## config.mk

```make
export PLATFORM = sky130hd
export DESIGN_NAME = cr_seu_randclk
export DESIGN_NICKNAME = d
export VERILOG_FILES = /design/src/rtl/cr_seu_randclk_pkg.sv /design/src/rtl/cr_seu_randclk_lfsr.sv /design/src/rtl/cr_seu_randclk.sv
export SDC_FILE = /design/constraint.sdc
export NUM_CORES = 1
export LEC_CHECK = 0
export ABC_AREA = 1
export CAP_MARGIN = 10
export CORE_UTILIZATION = 52
export CTS_BUF_LIST = sky130_fd_sc_hd__clkbuf_4
export DETAILED_ROUTE_END_ITERATION = 8
export PLACE_DENSITY = 0.82
export SYNTH_ARGS = -nofsm -noshare
export SYNTH_HDL_FRONTEND = slang
export SYNTH_SLANG_ARGS = --single-unit
```

## constraint.sdc

```tcl
create_clock -name forever_cpuclk -period 2.7 [get_ports forever_cpuclk]
set_input_delay 0.27 -clock forever_cpuclk [delete_from_list [all_inputs] [get_ports forever_cpuclk]]
set_output_delay 0.27 -clock forever_cpuclk [all_outputs]
set_load 0.01 [all_outputs]
```

## src/rtl/cr_seu_randclk_pkg.sv

```systemverilog
// cr_seu_randclk_pkg
//   Shared constants for the random-clock mod-enable generator.
//   RANDCLK_W_DEF    : default width of the LFSR and the mod-enable bus
//   RANDCLK_TAPS     : Galois feedback mask applied when the LFSR shifts out a 1
//   RANDCLK_SEED_RST : reset value, also used in place of an all-zero seed
package cr_seu_randclk_pkg;

  localparam int          RANDCLK_W_DEF    = 32;
  localparam logic [31:0] RANDCLK_TAPS     = 32'h80200003;
  localparam logic [31:0] RANDCLK_SEED_RST = 32'h00000001;

endpackage

```

## src/rtl/cr_seu_randclk_lfsr.sv

```systemverilog
// cr_seu_randclk_lfsr
//   LFSR state register with seed-load mux, zero-seed substitution and
//   Galois next-state logic.
// Ports:
//   clk       : block clock
//   rst       : asynchronous active-high reset (state -> RANDCLK_SEED_RST)
//   step      : advance the LFSR one position this cycle
//   seed_vld  : load seed this cycle (takes priority over step)
//   seed      : seed value
//   state     : current LFSR register value
//   state_nxt : value the register takes at the next edge
//   seed_zero : seed input is all zeros
module cr_seu_randclk_lfsr
  import cr_seu_randclk_pkg::*;
#(
  parameter int W = RANDCLK_W_DEF
) (
  input  logic         clk,
  input  logic         rst,
  input  logic         step,
  input  logic         seed_vld,
  input  logic [W-1:0] seed,
  output logic [W-1:0] state,
  output logic [W-1:0] state_nxt,
  output logic         seed_zero
);

  localparam logic [W-1:0] TAPS_W     = W'(RANDCLK_TAPS);
  localparam logic [W-1:0] SEED_RST_W = W'(RANDCLK_SEED_RST);

  always_comb begin
    seed_zero = (seed == '0);
    state_nxt = state;
    if (seed_vld) begin
      // An all-zero state would lock the LFSR, so substitute the reset seed.
      state_nxt = seed_zero ? SEED_RST_W : seed;
    end else if (step) begin
      state_nxt = (state >> 1) ^ (state[0] ? TAPS_W : '0);
    end
  end

  always_ff @(posedge clk or posedge rst) begin
    if (rst) begin
      state <= SEED_RST_W;
    end else begin
      state <= state_nxt;
    end
  end

endmodule

```

## src/rtl/cr_seu_randclk.sv

```systemverilog
// cr_seu_randclk
//   Random clock mod-enable generator. An LFSR advances once every
//   (cp0_seu_interval + 1) enabled cycles; its post-update value, gated by
//   the enable and scan mode, is registered onto the mod-enable bus.
// Ports:
//   forever_cpuclk         : block clock
//   cpurst                 : asynchronous active-high reset
//   cp0_seu_randclk_en     : global enable (level)
//   cp0_seu_seed_vld       : one-cycle seed load strobe
//   cp0_seu_seed           : seed value
//   cp0_seu_interval       : LFSR step period minus one
//   pad_yy_scan_mode       : forces mod-enables low
//   seu_lsu_randclk_mod_en : registered mod-enable bus
//   seu_randclk_seed_err   : sticky, last loaded seed was zero
module cr_seu_randclk
  import cr_seu_randclk_pkg::*;
#(
  parameter int RANDCLK_W = RANDCLK_W_DEF
) (
  input  logic                 forever_cpuclk,
  input  logic                 cpurst,
  input  logic                 cp0_seu_randclk_en,
  input  logic                 cp0_seu_seed_vld,
  input  logic [RANDCLK_W-1:0] cp0_seu_seed,
  input  logic [3:0]           cp0_seu_interval,
  input  logic                 pad_yy_scan_mode,
  output logic [RANDCLK_W-1:0] seu_lsu_randclk_mod_en,
  output logic                 seu_randclk_seed_err
);

  logic [3:0]           cnt_q;
  logic                 cnt_hit;
  logic                 step;
  logic                 seed_zero;
  logic [RANDCLK_W-1:0] lfsr_q;
  logic [RANDCLK_W-1:0] lfsr_nxt;

  // ">=" rather than "==" so a lowered interval fires on the next cycle
  // instead of letting the counter run on; the counter therefore never
  // exceeds 15 because any interval value is <= 15.
  assign cnt_hit = (cnt_q >= cp0_seu_interval);
  // A seed load replaces the step that would otherwise happen this cycle.
  assign step    = cp0_seu_randclk_en & cnt_hit & ~cp0_seu_seed_vld;

  cr_seu_randclk_lfsr #(
    .W (RANDCLK_W)
  ) u_lfsr (
    .clk       (forever_cpuclk),
    .rst       (cpurst),
    .step      (step),
    .seed_vld  (cp0_seu_seed_vld),
    .seed      (cp0_seu_seed),
    .state     (lfsr_q),
    .state_nxt (lfsr_nxt),
    .seed_zero (seed_zero)
  );

  always_ff @(posedge forever_cpuclk or posedge cpurst) begin
    if (cpurst) begin
      cnt_q <= 4'd0;
    end else if (cp0_seu_seed_vld || !cp0_seu_randclk_en || cnt_hit) begin
      cnt_q <= 4'd0;
    end else begin
      cnt_q <= cnt_q + 4'd1;
    end
  end

  // The bus shows the LFSR value after this cycle's update, so a step,
  // seed load or enable change appears exactly one cycle later.
  always_ff @(posedge forever_cpuclk or posedge cpurst) begin
    if (cpurst) begin
      seu_lsu_randclk_mod_en <= '0;
    end else begin
      seu_lsu_randclk_mod_en <= lfsr_nxt &
                                {RANDCLK_W{cp0_seu_randclk_en & ~pad_yy_scan_mode}};
    end
  end

  // Sticky: only a later non-zero seed load clears it.
  always_ff @(posedge forever_cpuclk or posedge cpurst) begin
    if (cpurst) begin
      seu_randclk_seed_err <= 1'b0;
    end else if (cp0_seu_seed_vld) begin
      seu_randclk_seed_err <= seed_zero;
    end
  end

endmodule

```

==> Implementation_results.wiki, run 1 <==
{| class="wikitable"
! Metric !! Value
|-
| Startpoint of the most critical setup path || cnt_q[3]$_DFF_PP0_
|-
| Clk pwr share || 29.3%
|-
| Hold Slack || ~0.23 ns
|-
| Portion of total power attributed to sequential cells || 52.1%
|-
| Number of inserted diodes || 0
|-
| Fraction of the cycle the final worst path needs || 75.9%
|-
| Worst-case clock skew || a little under 0.007 ns
|-
| Number of I/O pins || 74
|-
| DR WL/cell || 14.2 um
|-
| Worst setup slack before clock tree synthesis || 0.290 ns
|-
| Worst Reg-to-Reg Cells || 7
|-
| Number of failing hold endpoints at the final stage || 0
|-
| Ratio of cells with drive above 1 in the final layout || between 10% and 20%
|-
| Overall power || between 2 and 2.5 mW
|-
| Gr ovfl total || 0
|-
| Post-Synthesis Net Count || 425
|-
| H-tree depth || 3
|-
| Via-to-Cell Ratio || approximately 5.3
|-
| Starting density of the core || 55.0%
|-
| Clock tree root driver cell || clkbuf_4
|-
| Clock latency on the worst-skew pair || 0.41 ns
|-
| Highest net fanout along the worst path || 31
|-
| Yosys warning total || 0
|-
| Part of the Yosys area used for sequential elements || 51.8%
|-
| Final max-slew violation count || 0
|-
| Slowest cell on the critical path || dfrtp_1
|-
| Final Setup Violations || 0
|-
| Shortest clock period the worst path allows after layout || between 2 and 2.5 ns
|-
| Kind of path behind the tightest hold check || input port to asynchronous set/reset pin
|-
| Die area || 6740 um^2
|-
| Synthesis-stage register bit count || 69
|-
| Switching power total || 0.627 mW
|-
| Cell-by-cell listing of the critical path || ha_1 -> a21oi_2 -> nand3_4 -> nand2_4 -> nand2_1 -> nand2_1 -> a21oi_2
|-
| Syn avg cell area || 8.80 um^2
|-
| Final weighted congestion in routability-driven placement || ~0.77
|-
| Total global routing track utilization || about a quarter
|-
| DRC violation count after routing || 0
|-
| FF-to-FF End || seu_lsu_randclk_mod_en[19]$_DFF_PP0_
|-
| Worst-margin pin slew || between 1 and 1.5 ns
|-
| Unrepaired setup endpoints after global routing || no
|-
| Proportion of power drawn by combinational gates || 18.6%
|-
| Run status || completed
|-
| Number of buffers added for setup after CTS || 0
|-
| Router iterations before antenna repair || 4
|-
| Initial antenna violation count || 0
|-
| Worst Setup Slack, final || 0.651 ns
|-
| CTS tree || done
|-
| Flop2flop setup slack || between 0.6 and 0.7 ns
|-
| Summed area of non-filler cells in the final layout || about 4200 um^2
|-
| Routed via count || around 2800
|-
| Area leader, netlist || dfrtp_1
|-
| R2r startpoint || cnt_q[3]$_DFF_PP0_
|-
| Die Y-Extent || 82.1 um
|-
| Synth area leaders || dfrtp_1, nand2_1, a21oi_2, nand3b_1, nor2_1
|-
| Global-route wire length before repair || 12.5 mm
|-
| Startpoint kind of the worst setup timing path || flip-flop
|-
| Pin count of the biggest net entering global routing || 70
|-
| Final antenna-violating net count || 0
|-
| Data required time of the worst path || 2.96 ns
|-
| Number of global-route vias before repair || 2757
|-
| Die boundary width || between 80 and 90 um
|-
| Kind of end point of the critical path || flip-flop
|-
| Number of nets in the layout || slightly below 500
|-
| Register clock-pin slew on the reported worst setup and hold paths || 0.11 ns
|-
| Core Area || 6060 um^2
|-
| Class of the most critical setup path || flip-flop to flip-flop
|-
| Number of gates resized after cts || 0
|-
| Number of buffer cells added on primary ports || 73
|-
| Area share of the leading cell type in the synthesized netlist || 51.0%
|-
| Worst max-slew margin expressed relative to the limit || 32.6%
|-
| Total Wirelength || 7.53 mm
|-
| Netlist Area Pre-Place || 3330 um^2
|-
| Slowest stage delay, CP || 0.42 ns
|-
| IR drop worst, VDD || between 0.3 and 0.4 mV
|-
| Post-cts hold buffer count || 0
|-
| Clock Path Buffers || 2
|-
| Switching Fraction || approximately 28%
|-
| Leakage power || 2.09 nW
|-
| Internal portion of total power || between 1.5 and 2 mW
|-
| Num Clock Sinks || roughly 70
|-
| Number of buffers and inverters on the critical path || 0
|-
| Post-DP Area || 4110 um^2
|-
| Cell count after synthesis || between 300 and 400
|-
| Number of clock buffers inserted by TritonCTS || 9
|-
| Count of unique library cells instantiated by Yosys || 27
|-
| Power per standard cell area || around 520 nW/um^2
|-
| Iter 0 DRT Violations || 262
|-
| Row count || 28
|-
| Top achievable clock speed || 0.488 GHz
|-
| Number of maximum-capacitance constraint violations || 0
|-
| Worst endpoint data arrival time || 2.31 ns
|-
| Detailed placer's ending HPWL || 5.16 mm
|-
| Growth of design area from synthesis to finish || 27.1%
|-
| Number of fill cells in the layout || 484
|-
| Dominant delay contributor by cell family on the critical path || simple AND/OR/NAND/NOR gates
|-
| Accumulated negative setup slack || 0 ns
|}
## per-layer routing
| layer | GRT usage, % | vias to the layer above | share of wire (%) |
|---|---|---|---|
| met4 | 11.4 | 0 | 1.7 |
| met1 | 31.6 | 1367 | 42 |
| li1 | - | 1351 | - |
| met2 | 42.2 | 80 | 51 |
| met3 | 4.00 | 14 | 4.9 |
| met5 | 0 | - | 0 |
## worst max path at each step
stage,end,cells after the start
6_report,seu_lsu_randclk_mod_en[19]$_DFF_PP0_,7
3_3_place_gp,seu_lsu_randclk_mod_en[19]$_DFF_PP0_,9
2_1_floorplan,cnt_q[0]$_DFF_PP0_,1
5_1_grt,seu_lsu_randclk_mod_en[19]$_DFF_PP0_,9
4_1_cts,seu_lsu_randclk_mod_en[15]$_DFF_PP0_,7
3_5_place_dp,seu_lsu_randclk_mod_en[19]$_DFF_PP0_,11
## state kept, by name, summed over array words and instances (netlist names)
register                count
seu_lsu_randclk_mod_en     32
seu_randclk_seed_err        1
u_lfsr.state               32
cnt_q                       4
## synth_stat cells (all sizes together)
cell	instances
nand2	163
dfrtp	68
a21oi	32
nand3b	29
nor2	26
buf	16
inv	13
nand3	7
ha	5
nand4	5
clkbuf	4
xor2	3
and2	2
xnor2	2
clkinv	1
dfstp	1
o21ai	1
or2	1
## cell type report
class,count,area [um^2],area share [%]
Clock buffer,10,75.1,1.77
Clock inverter,6,53.8,1.27
Inverter,14,52.6,1.24
Multi-Input combinational cell,276,1430,33.8
Sequential cell,69,1730,40.8
Tap cell,75,93.8,2.22
Timing Repair Buffer,79,801,18.9
## layout by cell type (no fill, tap or decap), types with 3 or more instances in the layout
cell	instances
clkbuf_4	10
nor2_1	25
nand3b_1	29
clkinv_2	4
nand4_1	4
inv_1	11
clkdlybuf4s50_1	73
buf_4	4
ha_1	5
xor2_1	3
nand3_1	6
nand2_1	161
dfrtp_1	68
a21oi_2	30
## power by group through the flow
stage / logic (mW) / clock network (mW) / registers (mW)
after floorplan: 0.235 / 0 / 1.18
after global placement: 0.399 / 0 / 1.17
after detailed placement: 0.414 / 0 / 1.17
after CTS: 0.416 / 0.654 / 1.15
after global routing: 0.459 / 0.699 / 1.16
final: 0.412 / 0.648 / 1.15
## through the flow
step	cells	utilization [%]
after floorplan	379	-
after global placement	513	67.8
after detailed placement	513	67.8
after CTS	529	69.9
after global routing	529	69.9
final	529	69.9
## logic make-up (layout without fill, tap and decap cells)
kind of cell / Yosys count / after routing / synth area share, %
AOI/OAI and AO/OA: 33 / 33 / 8.33
xor gates and xnor gates: 5 / 5 / 1.31
adders and majority gates: 5 / 5 / 1.88
buffers and inverters: 34 / 109 / 5.22
DFF: 69 / 69 / 51.8
and+or+nand+nor: 233 / 233 / 31.4
## worst reg2reg max path, stage by stage, from the launching register on
cell	delay (ns)
dfrtp_1	0.42
ha_1	0.33
a21oi_2	0.21
nand3_4	0.26
nand2_4	0.38
nand2_1	0.10
nand2_1	0.13
a21oi_2	0.06
(Power assumes the default switching activity.)
==> run 2, diff against run 1 <==
- clock period: 2.7 -> 1.9 ns (I/O delays scaled with it)
==> run 2 against run 1 <==
- hold slack got worse by 0.066 ns
- clock power increased by 25%
- sequential share of layout area decreased by 0.85 points
- flip-flop and latch count unchanged
- register-to-register slack got worse by 0.51 ns
- maximum frequency increased by 16%
- utilization increased by 1.5 points
- combinational power increased by 46%
- largest power group unchanged
==> Implementation_results.wiki, run 2 (same netlist as run 1, synthesis figures left out) <==
{| class="wikitable"
! Metric !! Value
|-
| Run status || completed
|-
| Proportion of power drawn by combinational gates || 19.7%
|-
| Core Area || 6060 um^2
|-
| Kind of path behind the tightest hold check || input port to asynchronous set/reset pin
|-
| Kind of end point of the critical path || flip-flop
|-
| Number of failing hold endpoints at the final stage || 0
|-
| Leakage power || 2.13 nW
|-
| Met3 demand-to-capacity share in global routing || under 10%
|-
| Die boundary width || 82.1 um
|-
| H-tree depth || 3
|-
| Accumulated negative setup slack || 0 ns
|-
| Post-DP Area || 4220 um^2
|-
| Utilization after layout || between 70% and 80%
|-
| Most common cell after layout, fill and taps aside || nand2_1
|-
| Clock tree root driver cell || clkbuf_4
|-
| Pin count of the biggest net entering global routing || 33
|-
| Row count || 28
|-
| Growth of design area from synthesis to finish || 29.8%
|-
| Router iterations before antenna repair || 4
|-
| Starting density of the core || between 50% and 60%
|-
| Routed via count || around 2700
|-
| Number of nets in the layout || slightly above 500
|-
| Register clock-pin slew on the reported worst setup and hold paths || roughly 0.10 ns
|-
| Number of I/O pins || 74
|-
| Number of buffers added for setup after CTS || 0
|-
| Power per standard cell area || 705 nW/um^2
|-
| Worst-margin pin slew || around 0.54 ns
|-
| Clock Path Buffers || 2
|-
| Number of maximum-capacitance constraint violations || 0
|-
| Crit path to || seu_lsu_randclk_mod_en[21]$_DFF_PP0_
|-
| Class of the most critical setup path || flip-flop to flip-flop
|-
| Number of gates resized after cts || 0
|-
| FF-to-FF End || seu_lsu_randclk_mod_en[21]$_DFF_PP0_
|-
| Number of global-route vias before repair || 2616
|-
| Shortest clock period the worst path allows after layout || 1.76 ns
|-
| Detailed placer's ending HPWL || 5.17 mm
|-
| Clock latency on the worst-skew pair || roughly 0.42 ns
|-
| CTS tree || done
|-
| Switching Fraction || 28.4%
|-
| DR WL/cell || 13.7 um
|-
| Switching power total || 0.865 mW
|-
| Startpoint kind of the worst setup timing path || flip-flop
|-
| Largest registers || seu_lsu_randclk_mod_en x32, u_lfsr.state x32, cnt_q x4
|-
| Worst max-slew margin expressed relative to the limit || 63.7%
|-
| Worst endpoint data arrival time || 2.05 ns
|-
| Flop2flop setup slack || about 0.14 ns
|-
| Number of fill cells in the layout || 459
|-
| Summed area of non-filler cells in the final layout || 4330 um^2
|-
| Die area || 6740 um^2
|-
| Die Y-Extent || 82.1 um
|-
| Clk pwr share || 26.6%
|-
| Global-route wire length before repair || 11.8 mm
|-
| Worst Reg-to-Reg Cells || 8
|-
| Fraction of the cycle the final worst path needs || 92.6%
|-
| Number of buffer cells added on primary ports || 73
|-
| Total global routing track utilization || 24.2%
|-
| Portion of total power attributed to sequential cells || about 54%
|-
| Startpoint of the most critical setup path || cnt_q[3]$_DFF_PP0_
|-
| Met2 routing resource usage after global routing || approximately two fifths
|-
| IR drop worst, VDD || 0.422 mV
|-
| Ratio of cells with drive above 1 in the final layout || 14.7%
|-
| Num Clock Sinks || 69
|-
| Final cell count without fillers || 538
|-
| Data required time of the worst path || 2.19 ns
|-
| DRC violation count after routing || 0
|-
| Post-cts hold buffer count || 0
|-
| Total Wirelength || 7.34 mm
|-
| Worst-case clock skew || 0.00947 ns
|-
| Internal portion of total power || 2.19 mW
|-
| Highest net fanout along the worst path || 18
|-
| Met1 track demand over resource in global routing || 31.0%
|-
| Initial antenna violation count || 0
|-
| Final weighted congestion in routability-driven placement || 0.773
|-
| Unrepaired setup endpoints after global routing || no
|-
| Gr ovfl total || 0
|-
| Number of clock buffers inserted by TritonCTS || 9
|-
| R2r startpoint || cnt_q[3]$_DFF_PP0_
|-
| Iter 0 DRT Violations || roughly 170
|-
| Final antenna-violating net count || 0
|-
| Final Setup Violations || 0
|-
| Placed Cells incl. Taps || 522
|-
| Highest-count cells in the layout ignoring fill and taps || nand2_1, clkdlybuf4s50_1, dfrtp_1
|-
| Via-to-Cell Ratio || 5.11
|-
| Routing layer with the top usage in global route || met2
|-
| Number of inserted diodes || 0
|-
| Final max-slew violation count || 0
|-
| Top achievable clock speed || 0.568 GHz
|}
[run 2: changes by cell type in the layout (fill, tap and decap cells not counted)]
cell	before	now
bufinv_16	1	0
buf_4	4	10
clkinv_2	4	1
inv_2	2	1
buf_12	2	5
clkinv_1	2	3
clkinvlp_4	0	1
clkbuf_4	10	13
[run 2: power groups by stage]
stage	combinational [mW]	clock, mW	sequential (mW)
2_1_floorplan	0.335	0	1.67
3_3_place_gp	0.587	0	1.66
3_5_place_dp	0.604	0	1.66
4_1_cts	0.608	0.828	1.64
5_1_grt	0.671	0.887	1.65
6_report	0.603	0.812	1.64
[run 2: worst min-delay path by stage]
stage                                           to
2_1_floorplan            u_lfsr.state[1]$_DFF_PP0_
3_3_place_gp                    cnt_q[0]$_DFF_PP0_
3_5_place_dp                    cnt_q[0]$_DFF_PP0_
4_1_cts                         cnt_q[2]$_DFF_PP0_
5_1_grt        seu_lsu_randclk_mod_en[4]$_DFF_PP0_
6_report       seu_lsu_randclk_mod_en[4]$_DFF_PP0_
[run 2: layer usage]
layer,up-vias,share of wire [%]
li1,1364,-
met1,1300,45
met2,71,49
met3,14,4.8
met4,0,2.0
met5,-,0
[run 2: through the flow]
step	setup WS, ns	power, mW	hold WS (ns)
global placement	-0.0617	2.25	0.477
global route	0.0437	3.21	0.198
CTS	0.156	3.07	0.160
finish	0.141	3.05	0.164
floorplan	0.383	2.01	0.320
detailed placement	-0.151	2.27	0.508
[run 2: area by class of cell]
cell class | count | area, um^2 | area share, %
clock inverter | 3 | 12.5 | 0.289
timing repair buffer | 88 | 906 | 20.9
multi-input combinational | 276 | 1430 | 33.1
clock buffer | 13 | 97.6 | 2.26
inverter | 14 | 56.3 | 1.30
tap | 75 | 93.8 | 2.17
sequential | 69 | 1730 | 39.9
[run 2: worst max-delay path, stage by stage, from the launching register on]
cell and delay, ns:
dfrtp_1 0.41, ha_1 0.33, a21oi_2 0.22, nand3_4 0.13
buf_4 0.22, nand3_1 0.09, nand2_1 0.05, nor2_1 0.12
nor2_1 0.05
==> run 3, diff against run 2 <==
==> constraint.sdc (replaced) <==
create_clock -name forever_cpuclk -period 1.9 [get_ports forever_cpuclk]
set_input_delay 0.19 -clock forever_cpuclk [delete_from_list [all_inputs] [get_ports forever_cpuclk]]
set_output_delay 0.19 -clock forever_cpuclk [all_outputs]
set_load 0.02 [all_outputs]
==> results of run 3 <==
Same layout as run 2 (identical final DEF). Status: completed.
Main changes from that run: total power 3.05 mW -> 3.08 mW; worst IR drop on VDD 0.422 mV -> 0.426 mV
